**src/rtl/rsa_encrypt_stream.sv**
```systemverilog
// ---------------------------------------------------------------------------
// rsa_encrypt_stream
// Streaming RSA encryptor computing C = M^e mod n with the public key (e, n).
// Exponentiation is right-to-left square-and-multiply. Each modular product
// is a bit-serial interleaved multiply-reduce taking WIDTH cycles.
// Only one message is in flight at a time.
//
// Ports:
//   clk        single clock, rising edge
//   rst        synchronous active-high reset
//   pub_e      public exponent, sampled at input accept
//   pub_n      modulus, sampled at input accept
//   in_valid   plaintext word valid
//   in_ready   block can accept (IDLE only)
//   in_data    plaintext M
//   out_valid  ciphertext valid, held until accepted
//   out_ready  downstream accepts
//   out_data   ciphertext C
//   out_err    1 = message rejected (n < 2 or M >= n)
//   busy       state is not IDLE
// ---------------------------------------------------------------------------
module rsa_encrypt_stream #(
    parameter int WIDTH = 16
) (
    input  logic             clk,
    input  logic             rst,
    input  logic [WIDTH-1:0] pub_e,
    input  logic [WIDTH-1:0] pub_n,
    input  logic             in_valid,
    output logic             in_ready,
    input  logic [WIDTH-1:0] in_data,
    output logic             out_valid,
    input  logic             out_ready,
    output logic [WIDTH-1:0] out_data,
    output logic             out_err,
    output logic             busy
);

    localparam int IW = (WIDTH > 1) ? $clog2(WIDTH) : 1;

    typedef enum logic [2:0] {
        S_IDLE,
        S_CHECK,
        S_MUL,
        S_SQR,
        S_DONE
    } state_t;

    state_t           r_state;
    logic [WIDTH-1:0] r_x;      // exponent shift register
    logic [WIDTH-1:0] r_n;      // latched modulus
    logic [WIDTH-1:0] r_r;      // running result
    logic [WIDTH-1:0] r_b;      // running base (also holds M until first SQR)
    logic [WIDTH-1:0] r_acc;    // modmul accumulator
    logic [IW-1:0]    r_idx;    // current multiplier bit, MSB first
    logic [WIDTH-1:0] r_out_data;
    logic             r_out_err;
    logic             r_out_valid;

    // Modmul datapath: multiplicand is R in MUL and B in SQR; the multiplier
    // bits always come from B, so MUL computes R*B and SQR computes B*B.
    logic [WIDTH-1:0] w_a;
    logic             w_bit;
    logic [WIDTH+1:0] w_n_ext;
    logic [WIDTH+1:0] w_t1;
    logic [WIDTH+1:0] w_t2;
    logic [WIDTH+1:0] w_t3;
    logic [WIDTH+1:0] w_t4;
    logic [WIDTH-1:0] w_res;
    logic             w_last;
    logic             w_err;

    assign w_a     = (r_state == S_MUL) ? r_r : r_b;
    assign w_bit   = r_b[r_idx];
    assign w_n_ext = {2'b00, r_n};
    assign w_t1    = {1'b0, r_acc, 1'b0};
    assign w_t2    = (w_t1 >= w_n_ext) ? (w_t1 - w_n_ext) : w_t1;
    assign w_t3    = w_t2 + (w_bit ? {2'b00, w_a} : '0);
    assign w_t4    = (w_t3 >= w_n_ext) ? (w_t3 - w_n_ext) : w_t3;
    assign w_res   = w_t4[WIDTH-1:0];
    assign w_last  = (r_idx == '0);
    assign w_err   = (r_n < WIDTH'(2)) || (r_b >= r_n);

    assign in_ready  = (r_state == S_IDLE);
    assign busy      = (r_state != S_IDLE);
    assign out_valid = r_out_valid;
    assign out_data  = r_out_data;
    assign out_err   = r_out_err;

    always_ff @(posedge clk) begin
        if (rst) begin
            r_state     <= S_IDLE;
            r_x         <= '0;
            r_n         <= '0;
            r_r         <= '0;
            r_b         <= '0;
            r_acc       <= '0;
            r_idx       <= '0;
            r_out_data  <= '0;
            r_out_err   <= 1'b0;
            r_out_valid <= 1'b0;
        end else begin
            case (r_state)
                S_IDLE: begin
                    if (in_valid) begin
                        r_x     <= pub_e;
                        r_n     <= pub_n;
                        r_b     <= in_data;
                        r_r     <= WIDTH'(1);
                        r_state <= S_CHECK;
                    end
                end

                S_CHECK: begin
                    r_acc <= '0;
                    r_idx <= IW'(WIDTH - 1);
                    if (w_err) begin
                        r_out_data  <= '0;
                        r_out_err   <= 1'b1;
                        r_out_valid <= 1'b1;
                        r_state     <= S_DONE;
                    end else if (r_x == '0) begin
                        r_out_data  <= WIDTH'(1);
                        r_out_err   <= 1'b0;
                        r_out_valid <= 1'b1;
                        r_state     <= S_DONE;
                    end else if (r_x[0]) begin
                        r_state <= S_MUL;
                    end else begin
                        r_state <= S_SQR;
                    end
                end

                S_MUL: begin
                    if (w_last) begin
                        r_r   <= w_res;
                        r_acc <= '0;
                        r_idx <= IW'(WIDTH - 1);
                        if (r_x[WIDTH-1:1] != '0) begin
                            r_state <= S_SQR;
                        end else begin
                            r_out_data  <= w_res;
                            r_out_err   <= 1'b0;
                            r_out_valid <= 1'b1;
                            r_state     <= S_DONE;
                        end
                    end else begin
                        r_acc <= w_res;
                        r_idx <= r_idx - 1'b1;
                    end
                end

                S_SQR: begin
                    if (w_last) begin
                        r_b   <= w_res;
                        r_x   <= r_x >> 1;
                        r_acc <= '0;
                        r_idx <= IW'(WIDTH - 1);
                        // r_x[1] is bit 0 of the shifted exponent
                        r_state <= r_x[1] ? S_MUL : S_SQR;
                    end else begin
                        r_acc <= w_res;
                        r_idx <= r_idx - 1'b1;
                    end
                end

                S_DONE: begin
                    if (out_ready) begin
                        r_out_valid <= 1'b0;
                        r_state     <= S_IDLE;
                    end
                end

                default: begin
                    r_state <= S_IDLE;
                end
            endcase
        end
    end

endmodule
```
**config.mk**
```make
export PLATFORM = sky130hd
export DESIGN_NAME = rsa_encrypt_stream
export DESIGN_NICKNAME = d
export VERILOG_FILES = /design/src/rtl/rsa_encrypt_stream.sv
export SDC_FILE = /design/constraint.sdc
export NUM_CORES = 1
export LEC_CHECK = 0
export CAP_MARGIN = 20
export CORE_MARGIN = 1.5
export CORE_UTILIZATION = 30
export DETAILED_ROUTE_END_ITERATION = 10
export GPL_TIMING_DRIVEN = 0
export PLACE_DENSITY = 0.54
export REMOVE_ABC_BUFFERS = 1
export SETUP_SLACK_MARGIN = 0.3
export SYNTH_ARGS = -nofsm -noshare
export SYNTH_HDL_FRONTEND = slang
export SYNTH_SLANG_ARGS = --single-unit
```
**constraint.sdc**
```tcl
create_clock -name clk -period 8.3 [get_ports clk]
set_clock_uncertainty 0.05 [all_clocks]
set_input_delay 0.83 -clock clk [delete_from_list [all_inputs] [get_ports clk]]
set_output_delay 0.83 -clock clk [all_outputs]
set_load 0.02 [all_outputs]
```
==> results of run 1 <==
==> synth_stat cells (17+ instances only) <==
library cell / n / area, um2
and4_1: 17 / 149
a21oi_1: 89 / 445
inv_1: 36 / 135
nor3_1: 24 / 120
nor2_1: 64 / 240
mux2_2: 22 / 248
a22o_1: 42 / 368
dfxtp_1: 105 / 2100
nand2_1: 126 / 473
a311oi_1: 17 / 149
xnor2_1: 26 / 228
clkbuf_1: 42 / 158
ha_1: 65 / 813
a31oi_1: 18 / 113
o21ai_0: 30 / 150
a21o_1: 17 / 128
==> per-layer routing <==
layer / vias up / GRT usage / share of wire
met5: - / 0 / 0
met1: 3315 / 0.248 / 0.46
met4: 0 / 0.0582 / 0.024
met3: 31 / 0.0240 / 0.044
li1: 3462 / - / -
met2: 152 / 0.305 / 0.47
==> how the worst max path moves through the flow <==
stage | start | to | slack [ns] | depth (start not counted)
floorplan | r_n[9]$_SDFFE_PP0P_ | r_b[13]$_SDFFE_PP0P_ | 1.78 | 25
global placement | r_idx[0]$_SDFFE_PP0P_ | r_b[13]$_SDFFE_PP0P_ | 0.23 | 24
detailed placement | r_n[5]$_SDFFE_PP0P_ | r_b[13]$_SDFFE_PP0P_ | 0.21 | 27
CTS | r_n[5]$_SDFFE_PP0P_ | r_b[13]$_SDFFE_PP0P_ | 0.47 | 27
global route | r_n[1]$_SDFFE_PP0P_ | out_data[0]$_SDFFE_PP0P_ | 0.28 | 26
finish | r_n[5]$_SDFFE_PP0P_ | r_b[13]$_SDFFE_PP0P_ | 0.76 | 26
==> timing repair <==
| item | in CTS | in global routing |
|---|---|---|
| setup endpoints to repair | 8 | 64 |
| pin swaps | 0 | 0 |
| gates cloned | 0 | 0 |
| hold buffers | 0 | 0 |
| endpoints found under the hold margin | 0 | 0 |
| gates resized for setup | 1 | 3 |
| setup buffers | 0 | 4 |
==> stage by stage <==
stage          hold slack [ns]  setup slack, ns   util  instance area, um2
6_report                 0.410            0.757  0.368                8960
5_1_grt                  0.445            0.279  0.368                8960
4_1_cts                  0.410            0.472  0.366                8890
3_5_place_dp             0.397            0.212  0.353                8590
3_3_place_gp             0.388            0.230  0.344                8380
2_1_floorplan            0.375             1.78      -                7260
==> area by class of cell <==
cell class | instances | area (um2) | area share
Multi-Input combinational cell | 728 | 5090 | 0.568
Timing Repair Buffer | 87 | 927 | 0.103
Tap cell | 324 | 405 | 0.0453
Inverter | 36 | 135 | 0.0151
Clock buffer | 10 | 229 | 0.0256
Clock inverter | 6 | 72.6 | 0.00810
Sequential cell | 105 | 2100 | 0.235
==> worst register-to-register path, delay by kind of cell, from the launching register on <==
kind / cells / cell delay [ns]
AOI/OAI and AO/OA: 12 / 2.68
and+or+nand+nor: 6 / 1.98
buffers and inverters: 2 / 0.32
muxes: 2 / 0.78
adders and majority gates: 3 / 1.11
DFF: 1 / 0.40
xor gates and xnor gates: 1 / 0.10
==> logic make-up (layout without fill, tap and decap cells) <==
family / after synthesis / after routing / synth area share
and+or+nand+nor: 306 / 306 / 0.195
AOI/OAI and AO/OA: 283 / 283 / 0.262
DFF: 105 / 105 / 0.282
buffers and inverters: 83 / 139 / 0.0438
adders and majority gates: 68 / 68 / 0.117
xor gates and xnor gates: 37 / 37 / 0.0435
muxes: 34 / 34 / 0.0561
==> sequential cells by signal (all words and copies together) (netlist names) <==
name / count
r_acc: 16
r_state: 3
r_idx: 4
r_n: 16
out_data: 16
r_b: 16
out_valid: 1
r_r: 16
out_err: 1
r_x: 16
==> impl_results.md, run 1 <==
* Layout area overhead at 20.2%
* WP data arrival at just under 8 ns
* Cell mode on critical path: ha_1
* Synth unique cells at about 60
* Crit path max-delay family: compound AO/OA/AOI/OAI gates
* Crit end category: flop
* Min Clock Period, post-route at between 7 and 8 ns
* Max cap viols at 0
* # fillers at between 2000 and 3000
* Gate Count Post-Synth at roughly 920
* TNS Setup at 0 ns
* Final Setup Violations at 0
* Total Nets Final at 1087
* Share of post-route cells with drive strength above 1 at 0.0947
* Post-synth EDFFs at 0
* Initial Utilization at 0.306
* Dpl cells at approximately 1300
* Total length of routed wires at approximately 24 mm
* R2R depth at 26
* CP max FO at 23
* Final worst path period share at 0.909
* Worst path slowest cell: o41ai_4
* Die X at between 150 and 200 um
* First-pass GRT wire length at 37.3 mm
* Pre-Repair DR Iteration Count at 5
* Gr ovfl total at 0
* Antenna-violating nets left at 0
* CP required at about 8.5 ns
* Mapped Area at between 0.007 and 0.008 mm2
* GP Congestion at between 0.9 and 1
* I/O pin cnt at a little over 70
* Fmax achieved at 133 MHz
* DR WL/cell at between 15 and 20 um
* Sum of buffers and inverters on the critical path at 2
* Top FF cell, synth: dfxtp_1
* Root Driver: clkbuf_16
* Hold path startpoint: r_r[12]$_SDFFE_PP0P_
* Hold Path Sink: r_r[12]$_SDFFE_PP0P_
* Antenna cells at 0
* RSZ-0062 raised after global routing: true
* Reg-to-Reg Start: r_n[5]$_SDFFE_PP0P_
* Most frequent cells in the layout: 125 x nand2_1, 105 x dfxtp_1, 88 x a21oi_1
* Most common cell after layout, fill and taps aside: nand2_1
* Largest net degree at the start of global routing at 38
* Die Area at around 0.026 mm2
* Core Area at 0.0243 mm2
* Dpl hpwl at approximately 18 mm
* Final Non-Filler Cells at about 1300
* DRC viols at 0
* Max incr delay on CP at about 0.55 ns
* Final Max Tran Viols at 0
* TritonCTS clock tree: done
* Number of global-route vias before repair at between 6000 and 7000
* CTS HTree Levels at 3
* Reg-to-Reg End: r_b[13]$_SDFFE_PP0P_
* Slew margin rel. at 0.282
* Die Y-Extent at between 150 and 200 um
* R2r setup slk at around 0.76 ns
* Row count at between 50 and 60
* Clk_lat worst skew at approximately 0.36 ns
* Via count at ~7000
* Clock-pin slew on the worst setup and hold paths at 0.07 ns
* Sequential fraction of the synthesis area at 0.282
* Worst Max-Slew Pin Slew at between 1 and 1.5 ns
* Synth warn at 0
* Syn Area/Cell at 8.14 um2
* Status: finished clean
* Initial antenna violation count at 0
* Final hold viol count at 0
* Crit path kind: flop to flop
* Port Buf Inserts at 71
* DR vias/cell at 5.37
* CP Launch Type: flop
* FF+latch count, synth at approximately 110
* Hold Crit Class: flop to flop
* Num CTS Buffers at 9
* WHS Path Cells at 2
* Max clock buf depth at 2
* Tot GR Track Use at 0.184
* Drt first-iter violations at around 460
* CTS sink cnt at around 110
* Post-synth ARST share at 0
Power of run 1 is left out: the tool's default activity adds up to more than one toggle a clock period on the data nets, which glitch-free logic cannot reach.
==> run 2, diff against run 1 <==
--- a/config.mk
+++ b/config.mk
@@ -6,11 +6,14 @@
 export NUM_CORES = 1
 export LEC_CHECK = 0
 export CAP_MARGIN = 20
+export CELL_PAD_IN_SITES_DETAIL_PLACEMENT = 2
+export CELL_PAD_IN_SITES_GLOBAL_PLACEMENT = 2
 export CORE_MARGIN = 1.5
 export CORE_UTILIZATION = 30
 export DETAILED_ROUTE_END_ITERATION = 10
 export GPL_TIMING_DRIVEN = 0
-export PLACE_DENSITY = 0.54
+export HOLD_SLACK_MARGIN = 0.1
+export PLACE_DENSITY = 0.78
 export REMOVE_ABC_BUFFERS = 1
 export SETUP_SLACK_MARGIN = 0.3
 export SYNTH_ARGS = -nofsm -noshare
==> impl_results.md, run 2 (same netlist as run 1, synthesis figures left out) <==
* Status: finished clean
* R2R depth at 29
* Die X at 161 um
* Crit end category: flop
* # fillers at around 2700
* Share of post-route cells with drive strength above 1 at 0.0964
* Die Y-Extent at 161 um
* Initial antenna violation count at 0
* WHS Path Cells at 2
* Max cap viols at 0
* Most common cell after layout, fill and taps aside: nand2_1
* TNS Setup at 0 ns
* Core Area at ~0.024 mm2
* I/O pin cnt at 72
* Placed cell area at around 0.0086 mm2
* Largest net degree at the start of global routing at 45
* Hold Crit Class: flop to flop
* Max clock buf depth at 2
* Post-route cell area at 0.00898 mm2
* CP required at 8.50 ns
* Worst path slowest cell: dfxtp_1
* Final hold viol count at 0
* Dpl hpwl at 21.8 mm
* Worst Max-Slew Pin Slew at around 0.95 ns
* GP Congestion at 0.806
* Cell mode on critical path: a21oi_1
* Gr ovfl total at 0
* Num CTS Buffers at 9
* Met2 Use GR at 0.386
* CP Launch Type: flop
* Via count at 7228
* Worst Hold Slack at about 0.4 ns
* TritonCTS clock tree: done
* Clock-pin slew on the worst setup and hold paths at 0.08 ns
* CTS HTree Levels at 3
* Row count at 57
* M1 GR Usage at 0.270
* Total length of routed wires at between 20 and 30 mm
* Final Setup Violations at 0
* Slew margin rel. at 0.364
* CP max FO at 23
* WP data arrival at about 7.8 ns
* Antenna cells at 0
* Grt peak-use layer: met2
* Final worst path period share at 0.911
* Max incr delay on CP at roughly 0.53 ns
* Tot GR Track Use at 0.215
* Initial Utilization at 0.306
* DR WL/cell at roughly 22 um
* Fmax achieved at roughly 130 MHz
* Antenna-violating nets left at 0
* Clk_lat worst skew at ~0.36 ns
* First-pass GRT wire length at around 43 mm
* Layout area overhead at 20.4%
* DRC viols at 0
* Met3 usage at 0.0251
* CTS sink cnt at between 100 and 150
* RSZ-0062 raised after global routing: false
* Min Clock Period, post-route at roughly 7.6 ns
* Number of global-route vias before repair at 7856
* Root Driver: clkbuf_16
* Final Max Tran Viols at 0
* Die Area at roughly 0.026 mm2
* Drt first-iter violations at roughly 260
* Pre-Repair DR Iteration Count at 4
* Crit path kind: flop to flop
* DR vias/cell at between 5 and 6
* Most frequent cells in the layout: 125 x nand2_1, 105 x dfxtp_1, 88 x a21oi_1
* Total Nets Final at 1090
* Port Buf Inserts at 71
run 2: cell count changes in the layout (fill, tap and decap cells not counted), sizes merged:
cell | previous run | this run
clkinvlp | 0 | 2
clkinv | 2 | 1
buf | 17 | 20
bufinv | 1 | 0
run 2: layer usage:
metal	vias to the layer above	part of all wire
li1	3461	-
met1	3631	0.45
met2	110	0.51
met3	26	0.027
met4	0	0.017
met5	-	0
run 2: through the flow:
stage          utilization  instances  worst slack, ns
2_1_floorplan            -        869             1.78
3_3_place_gp         0.344       1264            0.298
3_5_place_dp         0.353       1277            0.156
4_1_cts              0.365       1293            0.355
5_1_grt              0.369       1299            0.310
6_report             0.369       1299            0.737
run 2: area by class of cell:
cell class              count  area, um2  share of cell area
flip-flops and latches    105       2100               0.234
multi-input cells         728       5080               0.566
clock inverters             6       46.3             0.00516
clock buffers              10        239              0.0266
inverters                  36        135              0.0151
repair buffers             90        966               0.108
well taps                 324        405              0.0452
run 2: path summary, 6_finish.rpt:
kind	slack [ns]	from	endpoint
setup reg to reg	0.74	r_n[0]$_SDFFE_PP0P_	r_b[7]$_SDFFE_PP0P_
hold reg to reg	0.41	r_r[12]$_SDFFE_PP0P_	r_r[12]$_SDFFE_PP0P_
hold / removal	0.41	r_r[12]$_SDFFE_PP0P_	r_r[12]$_SDFFE_PP0P_
setup / recovery	0.74	r_n[0]$_SDFFE_PP0P_	r_b[7]$_SDFFE_PP0P_
run 2: worst max-delay path, delay by kind of cell (launching register included):
family	cells	cell delay, ns
simple gates	8	2.02
compound gates	13	2.61
fa+ha+maj	3	1.28
buf+inv	3	0.51
mux	1	0.33
flops	1	0.53
xor+xnor	1	0.11
run 2: repair_timing:
action                     in CTS  in global routing
setup endpoints to repair      59                 64
setup buffers                   0                  5
gates resized for setup         1                  3
hold endpoints to repair        0                  0
hold buffers                    0                  0
Power of run 2 is left out for the same reason.
==> run 3, diff against run 2 <==
--- a/config.mk
+++ b/config.mk
@@ -10,12 +10,14 @@
 export CELL_PAD_IN_SITES_GLOBAL_PLACEMENT = 2
 export CORE_MARGIN = 1.5
 export CORE_UTILIZATION = 30
+export CTS_BUF_LIST = sky130_fd_sc_hd__clkbuf_8 sky130_fd_sc_hd__clkbuf_16
 export DETAILED_ROUTE_END_ITERATION = 10
 export GPL_TIMING_DRIVEN = 0
 export HOLD_SLACK_MARGIN = 0.1
 export PLACE_DENSITY = 0.78
 export REMOVE_ABC_BUFFERS = 1
 export SETUP_SLACK_MARGIN = 0.3
+export SKIP_LAST_GASP = 1
 export SYNTH_ARGS = -nofsm -noshare
 export SYNTH_HDL_FRONTEND = slang
 export SYNTH_SLANG_ARGS = --single-unit
==> constraint.sdc (replaced) <==
create_clock -name clk -period 8.3 [get_ports clk]
set_clock_uncertainty 0.05 [all_clocks]
set_input_delay 0.83 -clock clk [delete_from_list [all_inputs] [get_ports clk]]
set_output_delay 0.83 -clock clk [all_outputs]
set_load 0.05 [all_outputs]
==> results of run 3 <==
Same layout as run 2: the final DEF is identical, and so are final timing and power.
Power of run 3 is left out for the same reason.
